==> src/rtl/rob_dur_mon.sv <==
// Reorder-buffer residency monitor: times up to NUM_SLOTS sampled instructions from dispatch to retire
// and keeps per-class last/sum/count/max duration statistics. Optional max tracking: ROB_DUR_MAX_EN.
module rob_dur_mon #(
  parameter int IDX_W     = 8,
  parameter int TS_W      = 10,
  parameter int NUM_SLOTS = 4,
  parameter int ACC_W     = 24,
  parameter int CNT_W     = 16
) (
  input  logic                 clk,
  input  logic                 reset_n,
  input  logic [TS_W-1:0]      timestamp,
  input  logic                 dp_valid,
  input  logic                 dp_sample,
  input  logic [IDX_W-1:0]     dp_idx,
  input  logic                 dp_class,
  input  logic                 rt_valid,
  input  logic [IDX_W-1:0]     rt_idx,
  input  logic                 flush,
  input  logic                 clear_stats,
  output logic [2*TS_W-1:0]    dur_last,
  output logic [2*ACC_W-1:0]   dur_sum,
  output logic [2*CNT_W-1:0]   dur_cnt,
  output logic [2*TS_W-1:0]    dur_max,
  output logic [CNT_W-1:0]     drop_cnt,
  output logic [NUM_SLOTS-1:0] slots_busy
);

  localparam logic [CNT_W-1:0] CNT_ONE = CNT_W'(1);

  logic [NUM_SLOTS-1:0] slot_active;
  logic [NUM_SLOTS-1:0] slot_class;
  logic [IDX_W-1:0]     slot_idx   [NUM_SLOTS];
  logic [TS_W-1:0]      slot_start [NUM_SLOTS];

  logic [NUM_SLOTS-1:0] match;
  logic [NUM_SLOTS-1:0] alloc_oh;
  logic                 any_free;
  logic                 rpt_valid;
  logic                 rpt_class;
  logic [TS_W-1:0]      rpt_start;
  logic [TS_W-1:0]      rpt_dur;
  logic                 alloc_go;
  logic                 drop_evt;

  // Free slots are judged on start-of-cycle state, so a slot retiring now is never reused this cycle.
  always_comb begin
    // NOTE: every always_comb output gets a default first so no path can infer a latch.
    match     = '0;
    alloc_oh  = '0;
    any_free  = 1'b0;
    rpt_valid = 1'b0;
    rpt_class = 1'b0;
    rpt_start = '0;
    for (int i = 0; i < NUM_SLOTS; i++) begin
      match[i] = rt_valid && !flush && slot_active[i] && (slot_idx[i] == rt_idx);
      if (match[i] && !rpt_valid) begin
        rpt_valid = 1'b1;
        rpt_class = slot_class[i];
        rpt_start = slot_start[i];
      end
      if (!slot_active[i] && !any_free) begin
        alloc_oh[i] = 1'b1;
        any_free    = 1'b1;
      end
    end
    rpt_dur  = timestamp - rpt_start;
    alloc_go = dp_valid && dp_sample && !flush && any_free;
    drop_evt = dp_valid && dp_sample && !flush && !any_free;
  end

  always_ff @(posedge clk or negedge reset_n) begin
    // NOTE: the slot arrays are reset too, so every slot field reads 0 after reset.
    if (!reset_n) begin
      slot_active <= '0;
      slot_class  <= '0;
      for (int i = 0; i < NUM_SLOTS; i++) begin
        slot_idx[i]   <= '0;
        slot_start[i] <= '0;
      end
    end else if (flush) begin
      slot_active <= '0;
    end else begin
      for (int i = 0; i < NUM_SLOTS; i++) begin
        // NOTE: non-blocking updates keep every slot reading start-of-cycle state.
        if (match[i]) slot_active[i] <= 1'b0;
        if (alloc_go && alloc_oh[i]) begin
          slot_active[i] <= 1'b1;
          slot_idx[i]    <= dp_idx;
          slot_start[i]  <= timestamp;
          slot_class[i]  <= dp_class;
        end
      end
    end
  end

  logic [TS_W-1:0]  last_q [2];
  logic [ACC_W-1:0] sum_q  [2];
  logic [CNT_W-1:0] cnt_q  [2];
  logic [CNT_W-1:0] drop_q;
  logic [ACC_W:0]   sum_ext;
  logic [ACC_W-1:0] sum_sat;
  logic [CNT_W-1:0] cnt_sat;

  always_comb begin
    sum_ext = {1'b0, sum_q[rpt_class]} + (ACC_W + 1)'(rpt_dur);
    sum_sat = sum_ext[ACC_W] ? '1 : sum_ext[ACC_W-1:0];
    cnt_sat = (cnt_q[rpt_class] == '1) ? cnt_q[rpt_class] : cnt_q[rpt_class] + CNT_ONE;
  end

  // clear_stats outranks a coincident completion or drop.
  always_ff @(posedge clk or negedge reset_n) begin
    if (!reset_n) begin
      drop_q <= '0;
      for (int c = 0; c < 2; c++) begin
        last_q[c] <= '0;
        sum_q[c]  <= '0;
        cnt_q[c]  <= '0;
      end
    end else if (clear_stats) begin
      drop_q <= '0;
      for (int c = 0; c < 2; c++) begin
        last_q[c] <= '0;
        sum_q[c]  <= '0;
        cnt_q[c]  <= '0;
      end
    end else begin
      if (rpt_valid) begin
        last_q[rpt_class] <= rpt_dur;
        sum_q[rpt_class]  <= sum_sat;
        cnt_q[rpt_class]  <= cnt_sat;
      end
      if (drop_evt && drop_q != '1) drop_q <= drop_q + CNT_ONE;
    end
  end

`ifdef ROB_DUR_MAX_EN
  logic [TS_W-1:0] max_q [2];

  always_ff @(posedge clk or negedge reset_n) begin
    if (!reset_n) begin
      max_q[0] <= '0;
      max_q[1] <= '0;
    end else if (clear_stats) begin
      max_q[0] <= '0;
      max_q[1] <= '0;
    end else if (rpt_valid && rpt_dur > max_q[rpt_class]) begin
      max_q[rpt_class] <= rpt_dur;
    end
  end

  assign dur_max = {max_q[1], max_q[0]};
`else
  assign dur_max = '0;
`endif

  assign dur_last   = {last_q[1], last_q[0]};
  assign dur_sum    = {sum_q[1], sum_q[0]};
  assign dur_cnt    = {cnt_q[1], cnt_q[0]};
  assign drop_cnt   = drop_q;
  assign slots_busy = slot_active;

endmodule

==> config.mk <==
export PLATFORM = sky130hd
export DESIGN_NAME = rob_dur_mon
export DESIGN_NICKNAME = d
export VERILOG_FILES = /design/src/rtl/rob_dur_mon.sv
export SDC_FILE = /design/constraint.sdc
export NUM_CORES = 1
export LEC_CHECK = 0
export CELL_PAD_IN_SITES_DETAIL_PLACEMENT = 1
export CELL_PAD_IN_SITES_GLOBAL_PLACEMENT = 1
export CORE_MARGIN = 3
export CORE_UTILIZATION = 38
export CTS_CLUSTER_SIZE = 24
export DETAILED_ROUTE_END_ITERATION = 12
export GPL_ROUTABILITY_DRIVEN = 0
export PLACE_DENSITY = 0.75
export SLEW_MARGIN = 30
export SYNTH_ARGS = -nofsm -noshare
export SYNTH_HDL_FRONTEND = slang
export SYNTH_SLANG_ARGS = --single-unit
==> constraint.sdc <==
create_clock -name clk -period 5.8 [get_ports clk]
set_clock_uncertainty 0.05 [all_clocks]
set_input_delay 0.87 -clock clk [delete_from_list [all_inputs] [get_ports clk]]
set_output_delay 0.87 -clock clk [all_outputs]
set_load 0.01 [all_outputs]
==> metrics.csv, run 1 <==
metric;value;unit
multi_input_area;5747;sq um
synth_top_area_share;45.88;%
r2r-end;dur_sum[12];
drt-total-wl;33.77;mm
drive_gt1_share;24.05;%
dr_wl_met2;17.08;mm
cp_max_fo;8;
core-area;27330;sq um
cts_root_buffer;clkbuf_16;
synthArstFlopShare;100.0;%
synth_flop_cell;dfrtp_1;
dr.pass1.iters;5;
synth_area_leader_cell;dfrtp_1;
syn_area;10690;sq um
final_util;52.34;%
switching_share;27.84;%
worstSetupStartpoint;rt_valid;
powerDensity;212.7;nW/um^2
initial_core_util;39.12;%
drt_iter0_markers;568;
timing.final.crit_share;97.53;%
die_h;173.7;um
grt_max_degree;103;
dp_hpwl;24.10;mm
dpl_cell_area;13310;sq um
num_vias;9374;
reg2reg_depth;28;
synth_area_leaders;dfrtp_1 46%, mux2_2 8.1%, xor2_1 4.8%;
met3_length;1.231;mm
track_usage;21.60;%
clock_latency;0.45;ns
combPwrFrac;11.6;%
num-fill-cells;3059;
worstPathRequired;6.05;ns
critPathArrivalTime;5.90;ns
internal_power;2.195;mW
num_io_pins;174;
critPathLaunchType;primary input;
synth_cells;1074;
ys_top_cells_by_count;196 x dfrtp_1, 110 x nor2_1, 106 x nand2_1;
p_sw;0.8468;mW
p_seq_share;49.2;%
cts_num_sinks;196;
hold_violations;0;
clock_path_buffers;2;
clkPwrFrac;39.2;%
overflow;0;
antenna_left;0;
fmax;176.8;MHz
synth_edf_count;0;
grt_pass1_wl;53.36;mm
avgRoutedWirePerCell;19.73;um
worstHoldPathType;register to register;
dieArea;30180;sq um
first_global_vias;9664;
max_cap_violations;0;
clk_pin_slew;0.08;ns
critPathSlowestCell;clkdlybuf4s50_1;
synth-seq-cells;196;
cts_buffers;17;
end_kind;register;
yosysWarningCount;0;
drt-vias-per-instance;5.479;
finalInstanceArea;14300;sq um
reg2reg_slack;0.46;ns
status;complete, no violations;
finalSetupViolCount;0;
ir_drop;0.0001389;V
holdPathStages;2;
syn2layout_area_growth;33.79;%
fin_crit;5.657;ns
portBuffers;153;
antenna_found_initial;0;
rows;60;
critPathMaxStageDelay;0.47;ns
ctsHoldBuffers;0;
worst_pin_slew;0.9128;ns
diodes;0;
seq_area_frac_synth;45.88;%
cpMostUsedCell;a21o_1;
crit_end;dur_sum[12];
area.sequential;4905;sq um
relSlewSlack;38.82;%
htreeDepth;4;
route.layer.met1.wl;15.03;mm
finalMaxSlewViolations;0;
r2r-start;slot_idx[0];
cts_tree;yes;
drc_errors;0;
routed.top_layer;met4;
avgSynthCellArea;9.954;sq um
synth.most_common_cell;dfrtp_1;
die_x;173.7;um
p_leak;6.203;nW
nets;1383;
ys_types;72;
worstSetupPathType;primary input to register;
cells by family after synthesis:
group	share of synthesized area (%)
muxes	9.703
buffers and inverters	4.213
DFF	45.88
adders and majority gates	2.832
and+or+nand+nor	18.13
AOI/OAI and AO/OA	13.06
xor gates and xnor gates	6.145
other	0.03508
timing repair:
item                                    in CTS  in global routing
setup buffers                                3                 10
endpoints found under the hold margin        0                  0
endpoints found under the setup margin      48                 48
gates cloned                                 0                  1
pin swaps                                    7                 27
resized for setup                           28                 63
power groups by stage:
stage	Combinational (mW)	Sequential (mW)	Clock [mW]
after floorplan	0.188	1.50	0
after global placement	0.316	1.51	0
after detailed placement	0.330	1.52	0
after CTS	0.337	1.49	1.21
after global routing	0.386	1.50	1.27
final	0.354	1.50	1.19
metal layers:
| layer | up-vias | track usage [%] |
|---|---|---|
| li1 | 4302 | - |
| met4 | 0 | 5.228 |
| met1 | 4832 | 28.93 |
| met3 | 27 | 2.913 |
| met2 | 213 | 37.15 |
| met5 | - | 0 |
through the flow:
stage | setup TNS [ns] | worst slack, ns | hold slack (ns) | instances | power, mW
after floorplan | 0 | 0.0008362 | 0.3918 | 1093 | 1.690
final | 0 | 0.1431 | 0.4529 | 1711 | 3.042
after global routing | -1.401 | -0.1239 | 0.4713 | 1711 | 3.162
after global placement | -27.56 | -0.6802 | 0.4260 | 1665 | 1.829
after detailed placement | -39.78 | -0.9426 | 0.4396 | 1665 | 1.850
after CTS | 0 | 0.02496 | 0.4611 | 1700 | 3.044
layout make-up:
type | count | area share [%]
multi-input cells | 809 | 40.18
flip-flops and latches | 196 | 34.29
repair buffers | 285 | 17.80
well taps | 372 | 3.254
clock buffers | 18 | 3.071
clock inverters | 14 | 0.9535
inverters | 17 | 0.4462
layout by cell type (no fill, tap or decap), types with 5 or more instances in the layout:
master	synthesis	final
a211oi_1	24	21
a21o_1	8	8
a21oi_1	58	53
a22o_1	11	11
a311oi_1	14	12
a31oi_1	13	11
and2_1	13	12
and3_1	31	26
and3_4	4	9
and4_1	8	7
buf_4	22	127
clkbuf_16	0	18
clkbuf_2	1	6
clkdlybuf4s50_1	0	142
conb_1	1	20
dfrtp_1	196	196
ha_1	21	18
inv_1	17	16
inv_8	0	5
mux2_2	77	77
mux2i_1	14	13
nand2_1	106	106
nand3_1	39	37
nand4_1	18	18
nor2_1	110	106
nor2b_1	8	7
nor3_1	28	24
nor3_2	1	5
o21a_1	6	6
o21ai_0	31	25
o21ai_1	1	6
or3_1	6	6
xnor2_1	17	15
xor2_1	58	55
how the worst min path moves through the flow:
stage | from | endpoint | slack, ns
after global placement | slot_start[1] | slot_start[1] | 0.43
after CTS | slot_start[0] | slot_start[0] | 0.46
final | slot_start[1] | slot_start[1] | 0.45
after global routing | slot_start[36] | slot_start[36] | 0.47
after floorplan | slot_start[1] | slot_start[1] | 0.39
after detailed placement | slot_start[1] | slot_start[1] | 0.44
worst max-delay path: cells and delay by family:
kind / cells / cell delay, ns
AO/OA/AOI/OAI: 11 / 1.90
XOR/XNOR: 1 / 0.13
adder cells (fa/ha/maj): 2 / 0.45
buffers and inverters: 5 / 1.02
multiplexers: 1 / 0.20
AND/OR/NAND/NOR: 10 / 1.32
sequential cells by signal (all words and copies together) (netlist names):
signal      count
slots_busy      4
slot_idx       32
slot_start     40
dur_sum        48
drop_cnt       16
dur_cnt        32
slot_class      4
dur_last       20
Note: power is estimated with default switching activity, not from simulation.
==> inputs of run 2 (changes only) <==
--- a/config.mk
+++ b/config.mk
@@ -12,7 +12,8 @@
 export CTS_CLUSTER_SIZE = 24
 export DETAILED_ROUTE_END_ITERATION = 12
 export GPL_ROUTABILITY_DRIVEN = 0
-export PLACE_DENSITY = 0.75
+export PLACE_DENSITY_LB_ADDON = 0.1
+export SKIP_LAST_GASP = 1
 export SLEW_MARGIN = 30
 export SYNTH_ARGS = -nofsm -noshare
 export SYNTH_HDL_FRONTEND = slang
==> run 2 against run 1 <==
Against the previous run:
- non-clock buffer count rose by 3
- fmax rose by 0.67%
- routed wire length rose by 0.12%
- combinational power barely moved
- first-iteration DRC count rose by 7.0%
- critical endpoint is now dur_sum[18]
- largest cell class unchanged
==> metrics.csv, run 2 (same netlist as run 1, synthesis figures left out) <==
metric;value;unit;change
die_h;173.7;um;unchanged
first_global_vias;9644;;was 9,664
drt-total-wl;33.81;mm;was 33.77 mm
status;complete, no violations;;unchanged
cp_max_fo;5;;was 8
top_usage_layer;met2;;unchanged
clock_path_buffers;2;;unchanged
drt_iter0_markers;608;;was 568
dr.pass1.iters;5;;unchanged
timing.final.crit_share;96.89;%;was 97.53%
finalMaxSlewViolations;0;;unchanged
worst_pin_slew;0.9075;ns;was 0.9128 ns
cts_root_buffer;clkbuf_16;;unchanged
dp.cells;1666;;was 1,665
dieArea;30180;sq um;unchanged
multi_input_area;5813;sq um;was 5747 sq um
r2r-start;slot_idx[4];;was slot_idx[0]
core-area;27330;sq um;unchanged
cts_tree;yes;;unchanged
finalSetupViolCount;0;;unchanged
grtUsageMet3;2.979;%;was 2.913%
htreeDepth;4;;unchanged
portBuffers;153;;unchanged
critPathMaxStageDelay;0.32;ns;was 0.47 ns
dp_hpwl;24.16;mm;was 24.10 mm
p_leak;6.238;nW;was 6.203 nW
clk_pin_slew;0.08;ns;about the same
critPathArrivalTime;5.93;ns;was 5.90 ns
reg2reg_depth;28;;unchanged
drt-vias-per-instance;5.391;;was 5.479
cts_num_sinks;196;;unchanged
grt_pass1_wl;54.12;mm;was 53.36 mm
hold_violations;0;;unchanged
end_kind;register;;unchanged
powerDensity;212.9;nW/um^2;was 212.7 nW/um^2
instances_no_fill;1714;;was 1,711
ir_drop;0.0001591;V;was 0.0001389 V
final_cell_mix;196 x dfrtp_1, 141 x clkdlybuf4s50_1, 129 x buf_4;;was 196 x dfrtp_1, 142 x clkdlybuf4s50_1, 127 x buf_4
fin_crit;5.619;ns;was 5.657 ns
syn2layout_area_growth;34.73;%;was 33.79%
antenna_left;0;;unchanged
clock_latency;0.45;ns;about the same
critPathSlowestCell;a221oi_4;;was clkdlybuf4s50_1
rows;60;;unchanged
diodes;0;;unchanged
avgRoutedWirePerCell;19.72;um;was 19.73 um
worstHoldPathType;primary input to asynchronous set/reset pin;;was register to register
cts_buffers;17;;unchanged
num-fill-cells;3057;;was 3,059
final_util;52.71;%;was 52.34%
max_cap_violations;0;;unchanged
grt_max_degree;102;;was 103
gr-usage-met1;30.29;%;was 28.93%
largest_reg_flops;48;;unchanged
drc_errors;0;;unchanged
worstSetupStartpoint;rt_idx[4];;was rt_valid
area.sequential;4905;sq um;unchanged
layout_commonest_cell;dfrtp_1;;unchanged
overflow;0;;unchanged
antenna_found_initial;0;;unchanged
track_usage;22.02;%;was 21.60%
num_io_pins;174;;unchanged
nets;1386;;was 1,383
use_met2;37.64;%;was 37.15%
fmax;178.0;MHz;was 176.8 MHz
die_x;173.7;um;unchanged
ctsHoldBuffers;0;;unchanged
worstSetupPathType;primary input to register;;unchanged
critPathLaunchType;primary input;;unchanged
num_vias;9241;;was 9,374
drive_gt1_share;24.81;%;was 24.05%
initial_core_util;39.12;%;unchanged
worstPathRequired;6.11;ns;was 6.05 ns
relSlewSlack;39.17;%;was 38.82%
[run 2: cell count changes in the layout (fill, tap and decap cells not counted), sizes merged]
| cell | delta |
|---|---|
| clkdlybuf4s50 | -1 |
| inv | -1 |
| dlymetal6s2s | +1 |
| clkinv | +2 |
| clkinvlp | -1 |
| buf | +4 |
| clkbuf | -1 |
[run 2: what timing repair did]
item                                    4_1_cts  5_1_grt
endpoints found under the setup margin       48       48
pin swaps                                    15       41
gates resized for setup                      48       54
setup buffers                                 5       13
[run 2: cell type report]
| type | instances | share of cell area [%] |
|---|---|---|
| flip-flops and latches | 196 | 34.05 |
| well taps | 372 | 3.232 |
| clock inverters | 14 | 1.086 |
| inverters | 17 | 0.4431 |
| multi-input cells | 809 | 40.36 |
| clock buffers | 18 | 3.049 |
| repair buffers | 288 | 17.77 |
[run 2: worst paths after layout]
check	to	slack, ns
hold reg to reg	slot_start[1]	0.46
min in group clk	slot_start[1]	0.46
setup / recovery	dur_sum[18]	0.18
max in group asynchronous	slot_idx[13]	4.18
setup reg to reg	dur_sum[18]	0.34
hold / removal	dur_sum[31]	0.46
[run 2: power breakdown]
| part | internal, mW | switching (mW) |
|---|---|---|
| logic | 0.168 | 0.184 |
| registers | 1.44 | 0.0524 |
| clock network | 0.594 | 0.626 |
| total | 2.20 | 0.863 |
[run 2: worst max-delay path, delay by kind of cell]
| family | cells | cell delay, ns |
|---|---|---|
| compound gates | 10 | 1.77 |
| simple gates | 9 | 1.48 |
| buf+inv | 5 | 0.68 |
| fa+ha+maj | 2 | 0.51 |
| xor+xnor | 2 | 0.32 |
| mux | 1 | 0.28 |
[run 2: layer usage]
layer	wire [um]	share of wire, %
met5	0	0
met2	16730	49
met1	15630	46
met4	303	0.90
met3	1151	3.4
[run 2: through the flow]
step           setup slack, ns  TNS [ns]  area, sq um  power (mW)  hold slack [ns]
2_1_floorplan        0.0008362         0        10780       1.690           0.3918
3_3_place_gp           -0.8509    -31.19        13320       1.834           0.4152
3_5_place_dp           -0.9643    -38.05        13320       1.848           0.4413
4_1_cts              0.0003912         0        14150       3.080           0.4628
5_1_grt               -0.06824   -0.1739        14400       3.194           0.4716
6_report                0.1806         0        14400       3.066           0.4613
